===== src/rtl/ctrl_pkg.sv =====
// Shared definitions for the y/s datapath controller: state encoding and mode helpers.
package ctrl_pkg;

    typedef enum logic [1:0] {
        ST_IDLE = 2'd0,
        ST_INIT = 2'd1,
        ST_ITER = 2'd2,
        ST_DONE = 2'd3
    } state_e;

    localparam int MODE_OFF = 0;

    // True when the low 'width' bits of mode are all ones (continuous mode).
    function automatic logic is_cont(input logic [31:0] mode, input int width);
        logic [31:0] mask;
        mask = (width >= 32) ? '1 : ((32'd1 << width) - 32'd1);
        return (mode & mask) == mask;
    endfunction

endpackage


===== src/rtl/iter_counter.sv =====
// Iteration counter for the accumulate phase; clear has priority over increment.
module iter_counter #(
    parameter int CNT_W = 3,
    parameter int ITERS = 4
) (
    input  logic             clk,
    input  logic             rst,
    input  logic             clr,
    input  logic             inc,
    output logic [CNT_W-1:0] cnt,
    output logic             last
);

    logic [CNT_W-1:0] cnt_q;
    logic [CNT_W-1:0] cnt_d;

    always_comb begin
        cnt_d = cnt_q;
        if (clr) begin
            cnt_d = '0;
        end else if (inc) begin
            cnt_d = cnt_q + 1'b1;
        end
    end

    always_ff @(posedge clk or posedge rst) begin
        if (rst) begin
            cnt_q <= '0;
        end else begin
            cnt_q <= cnt_d;
        end
    end

    assign cnt  = cnt_q;
    assign last = (cnt_q == CNT_W'(ITERS - 1));

endmodule


===== src/rtl/control_path_param.sv =====
// Moore control FSM sequencing one y/s run: INIT (load y, clear s), ITERS accumulate
// steps, then a one-cycle done; all-ones mode restarts automatically.
module control_path_param
    import ctrl_pkg::*;
#(
    parameter int MODE_W = 2,
    parameter int SEL_W  = 2,
    parameter int ITERS  = 4,
    parameter int CNT_W  = 3
) (
    input  logic              clk,
    input  logic              rst,
    input  logic [MODE_W-1:0] on,
    input  logic              start,
    input  logic              stop,
    output logic [MODE_W-1:0] regime,
    output logic              active,
    output logic              done,
    output logic [SEL_W-1:0]  y_select_next,
    output logic [CNT_W-1:0]  s_step,
    output logic              y_en,
    output logic              s_en,
    output logic              y_store_x,
    output logic              s_add,
    output logic              s_zero
);

    state_e            state_q, state_d;
    logic [MODE_W-1:0] regime_q, regime_d;
    logic [CNT_W-1:0]  cnt;
    logic              cnt_last;
    logic              cnt_clr;
    logic              cnt_inc;

    // Counter runs only in ITER; any other state parks it at zero.
    assign cnt_inc = (state_q == ST_ITER);
    assign cnt_clr = (state_q != ST_ITER) || cnt_last;

    iter_counter #(
        .CNT_W (CNT_W),
        .ITERS (ITERS)
    ) u_iter_counter (
        .clk  (clk),
        .rst  (rst),
        .clr  (cnt_clr),
        .inc  (cnt_inc),
        .cnt  (cnt),
        .last (cnt_last)
    );

    always_comb begin
        state_d  = state_q;
        regime_d = regime_q;
        unique case (state_q)
            ST_IDLE: begin
                if (start && !stop && (on != MODE_W'(MODE_OFF))) begin
                    regime_d = on;
                    state_d  = ST_INIT;
                end
            end
            ST_INIT: state_d = stop ? ST_IDLE : ST_ITER;
            ST_ITER: begin
                if (stop) begin
                    state_d = ST_IDLE;
                end else if (cnt_last) begin
                    state_d = ST_DONE;
                end
            end
            ST_DONE: begin
                if (!stop && is_cont(32'(regime_q), MODE_W)) begin
                    state_d = ST_INIT;
                end else begin
                    state_d = ST_IDLE;
                end
            end
            default: state_d = ST_IDLE;
        endcase
    end

    always_ff @(posedge clk or posedge rst) begin
        if (rst) begin
            state_q  <= ST_IDLE;
            regime_q <= '0;
        end else begin
            state_q  <= state_d;
            regime_q <= regime_d;
        end
    end

    always_comb begin
        active        = 1'b0;
        done          = 1'b0;
        y_select_next = '0;
        s_step        = '0;
        y_en          = 1'b0;
        s_en          = 1'b0;
        y_store_x     = 1'b0;
        s_add         = 1'b0;
        s_zero        = 1'b0;
        unique case (state_q)
            ST_INIT: begin
                active    = 1'b1;
                y_en      = 1'b1;
                s_en      = 1'b1;
                y_store_x = 1'b1;
                s_zero    = 1'b1;
            end
            ST_ITER: begin
                active        = 1'b1;
                y_en          = 1'b1;
                s_en          = 1'b1;
                s_add         = 1'b1;
                y_select_next = SEL_W'(regime_q);
                s_step        = cnt;
            end
            ST_DONE: done = 1'b1;
            default: ;
        endcase
    end

    assign regime = regime_q;

endmodule


===== config.mk =====
export PLATFORM = sky130hd
export DESIGN_NAME = control_path_param
export DESIGN_NICKNAME = d
export VERILOG_FILES = /design/src/rtl/ctrl_pkg.sv /design/src/rtl/iter_counter.sv /design/src/rtl/control_path_param.sv
export SDC_FILE = /design/constraint.sdc
export NUM_CORES = 1
export LEC_CHECK = 0
export ABC_AREA = 1
export CAP_MARGIN = 10
export CORE_MARGIN = 1
export CORE_UTILIZATION = 37
export CTS_CLUSTER_SIZE = 14
export DETAILED_ROUTE_END_ITERATION = 8
export PLACE_DENSITY = 0.7
export SYNTH_ARGS = -nofsm -noshare
export SYNTH_HDL_FRONTEND = slang
export SYNTH_SLANG_ARGS = --single-unit

===== constraint.sdc =====
create_clock -name clk -period 1.15 [get_ports clk]
set_input_delay 0.1725 -clock clk [delete_from_list [all_inputs] [get_ports clk]]
set_output_delay 0.1725 -clock clk [all_outputs]
set_load 0.03 [all_outputs]

==> results.toml <==
[clock_tree]
clk_latency_ps = 250
cts_root_buf = "clkbuf_4"
cts_max_path_buffers = 2
cts_tree = "done"
htree_num_levels = 1
clock_sinks = 7
holdBufCountCts = 0
cts-buffers-inserted = 3
path_clk_slew_ps = 50

[synthesis]
synth_top_family_by_area = "simple AND/OR/NAND/NOR gates"
synthTopCellsByCount = "nand2_1 (19), inv_1 (16), dfrtp_1 (7), ha_1 (7), nor2_1 (5)"
yosys_warnings = 0
synthDistinctLibCells = 15
synth_xor_area_frac = 0
synth-compound-area-share = 0.03088
synth_area_leaders = "dfrtp_1 (33%), ha_1 (17%), nand2_1 (14%)"
synth_mux_area_frac = 0
syn_nets = 84
yosysSeqAreaShare = 0.3325
syn_area_per_cell_um2 = 7.419
ys.flop_type = "dfrtp_1"
netlist_instances = 71
yosys_register_bits = 7
synthAdderAreaFrac = 0.1663
async_reset_ff_frac = 1.000
synth_area_um2 = 526.8
synth_top_area_cell = "dfrtp_1"
yosys.area_share.simple = 0.2755
yosysMostFrequentCell = "nand2_1"
synth_edf_count = 0
synth_top_cell_area_share = 0.3325

[power_and_ir_drop]
ir_drop_uv = 1428
switchingPower_uw = 945.4
leakage_nw = 0.5199
swShare = 0.4662
p_comb_frac = 0.687
power_density_mw_per_mm2 = 2199
clockPowerShare = 0.111
sequentialPowerShare = 0.202
internal_power_mw = 1.082
total_power_mw = 2.028

[sta]
slew_violations = 0
setup_viol = 14
layout_setup_ws_ps = -235.5
finalCritPeriodShare = 1.205
worst_slew_pin_slew_ps = 266.5
fin_tns_setup_ps = -2753
rsz0062_at_grt = "yes"
fmax_ghz = 0.7218
hold_viol_final = 0
fin_skew_ps = 4.654
fin_crit_ps = 1385
slew_headroom = 0.8221

[setup_path]
end_kind = "output port"
worstSetupStartpointType = "flip-flop"
crit_arrival_ps = 1210
r2r_start = "state_q[1]"
crit_required_ps = 980
crit_type = "reg -> out"
setup.worst_path.start = "state_q[0]"
critPathMaxFanout = 6

[routing]
viasPerCell = 4.360
vias = 497
wl_per_cell_um = 9.588
drt_iter0_drc = 9
route.detailed.drc = 0
dr.pass1.iters = 2
postRouteAntennaNets = 0
wl_mm = 1.093

[run_status]
violations = "negative setup slack"
outcome = "finished, violations left"

[global_route]
grt_max_degree = 8
grt_pass1_wl_mm = 1.683
gr-total-overflow = 0
antenna_found_initial = 0
grt_pass1_vias = 429
track_usage = 0.1678

[placement]
place.detailed.hpwl_um = 821.7
numPortBuffers = 19
gp_congestion = 0.7317

[floorplanning]
ioPinCount = 20
core_mm2 = 0.001318
die_h_um = 39.73
die_area_mm2 = 0.001578
die_width_um = 39.73
num_rows = 13
floorplan.initialDensity = 0.3998

[cells_and_area]
area.growth.synth_to_final_pct = 75.06
antenna-diode-count = 0
drive_above_1_share = 0.5455
nNetsFinal = 113

[job]
drv_cap = 0

[worst_hold_path]
hp-class = "in -> async"
-- power groups by stage --
stage	combinational [mW]	clock, mW	sequential, mW
final	1.39	0.225	0.410
after detailed placement	1.24	0	0.412
after global placement	1.22	0	0.411
after global routing	1.49	0.244	0.419
after floorplan	0.899	0	0.489
after CTS	1.40	0.235	0.413
-- per-stage QoR --
stage	hold slack [ps]	cells	area, um2	setup WS (ps)	util
after global placement	420.8	106	804.5	-104.5	0.6106
final	150.1	114	922.1	-235.5	0.6999
after global routing	194.6	114	922.1	-288.1	0.6999
after CTS	153.5	114	917.1	-248.2	0.6961
after floorplan	-24.10	71	643.1	-56.53	-
after detailed placement	421.9	106	804.5	-131.2	0.6106
-- layout make-up --
cell class,instances,area [um2]
sequential,7,176.4
fill,113,395.4
multi-input combinational,42,341.6
timing repair buffer,28,267.8
tap,15,18.77
clock buffer,4,26.28
inverter,18,91.34
-- metal layers --
metal | share of wire | GRT usage
met3 | 0.065 | 0.1023
met5 | 0 | 0
met2 | 0.51 | 0.2869
met1 | 0.43 | 0.1862
met4 | 0 | 0
-- worst max-delay path: stages (launching register included) --
cell	delay, ps
dfrtp_1	380
inv_2	90
ha_4	230
buf_6	140
buf_6	120
-- cells in the final DEF (no fill, tap or decap) --
| master | Yosys | final |
|---|---|---|
| a21oi_2 | 1 | 1 |
| buf_4 | 3 | 11 |
| buf_6 | 1 | 12 |
| clkbuf_1 | 0 | 1 |
| clkbuf_4 | 0 | 3 |
| clkdlybuf4s50_1 | 0 | 5 |
| clkinv_2 | 1 | 1 |
| clkinv_4 | 0 | 4 |
| dfrtp_1 | 7 | 6 |
| dfrtp_2 | 0 | 1 |
| ha_1 | 7 | 4 |
| ha_4 | 0 | 3 |
| inv_1 | 16 | 9 |
| inv_2 | 1 | 3 |
| inv_4 | 0 | 1 |
| nand2_1 | 19 | 13 |
| nand2_2 | 3 | 5 |
| nand2_4 | 0 | 4 |
| nand3_1 | 4 | 2 |
| nand3_2 | 1 | 2 |
| nand3_4 | 0 | 1 |
| nor2_1 | 5 | 4 |
| nor2_2 | 1 | 2 |
| o21a_1 | 1 | 1 |
-- final timing paths --
check	cells after the start	slack [ps]	to
max	4	-240	s_add
min	2	150	regime[0]
max reg2reg	7	-210	state_q[0]
min reg2reg	2	560	u_iter_counter.cnt[0]
max in group asynchronous	2	770	state_q[1]
min in group clk	3	510	regime[1]
-- registers in the layout, indices dropped and copies added, names as in the netlist --
name / count
u_iter_counter.cnt: 3
regime: 2
state_q: 2
-- kinds of logic (layout without fill, tap and decap cells) --
| family | count (synthesis) | after routing |
|---|---|---|
| adders and majority gates | 7 | 7 |
| and+or+nand+nor | 33 | 33 |
| DFF | 7 | 7 |
| buffers and inverters | 22 | 50 |
| AOI/OAI and AO/OA | 2 | 2 |
-- what timing repair did --
action | 4_1_cts | 5_1_grt
endpoints found under the setup margin | 14 | 16
pin swaps | 5 | 2
buffers inserted | 4 | 0
resized for setup | 16 | 6
(Power assumes the default switching activity.)
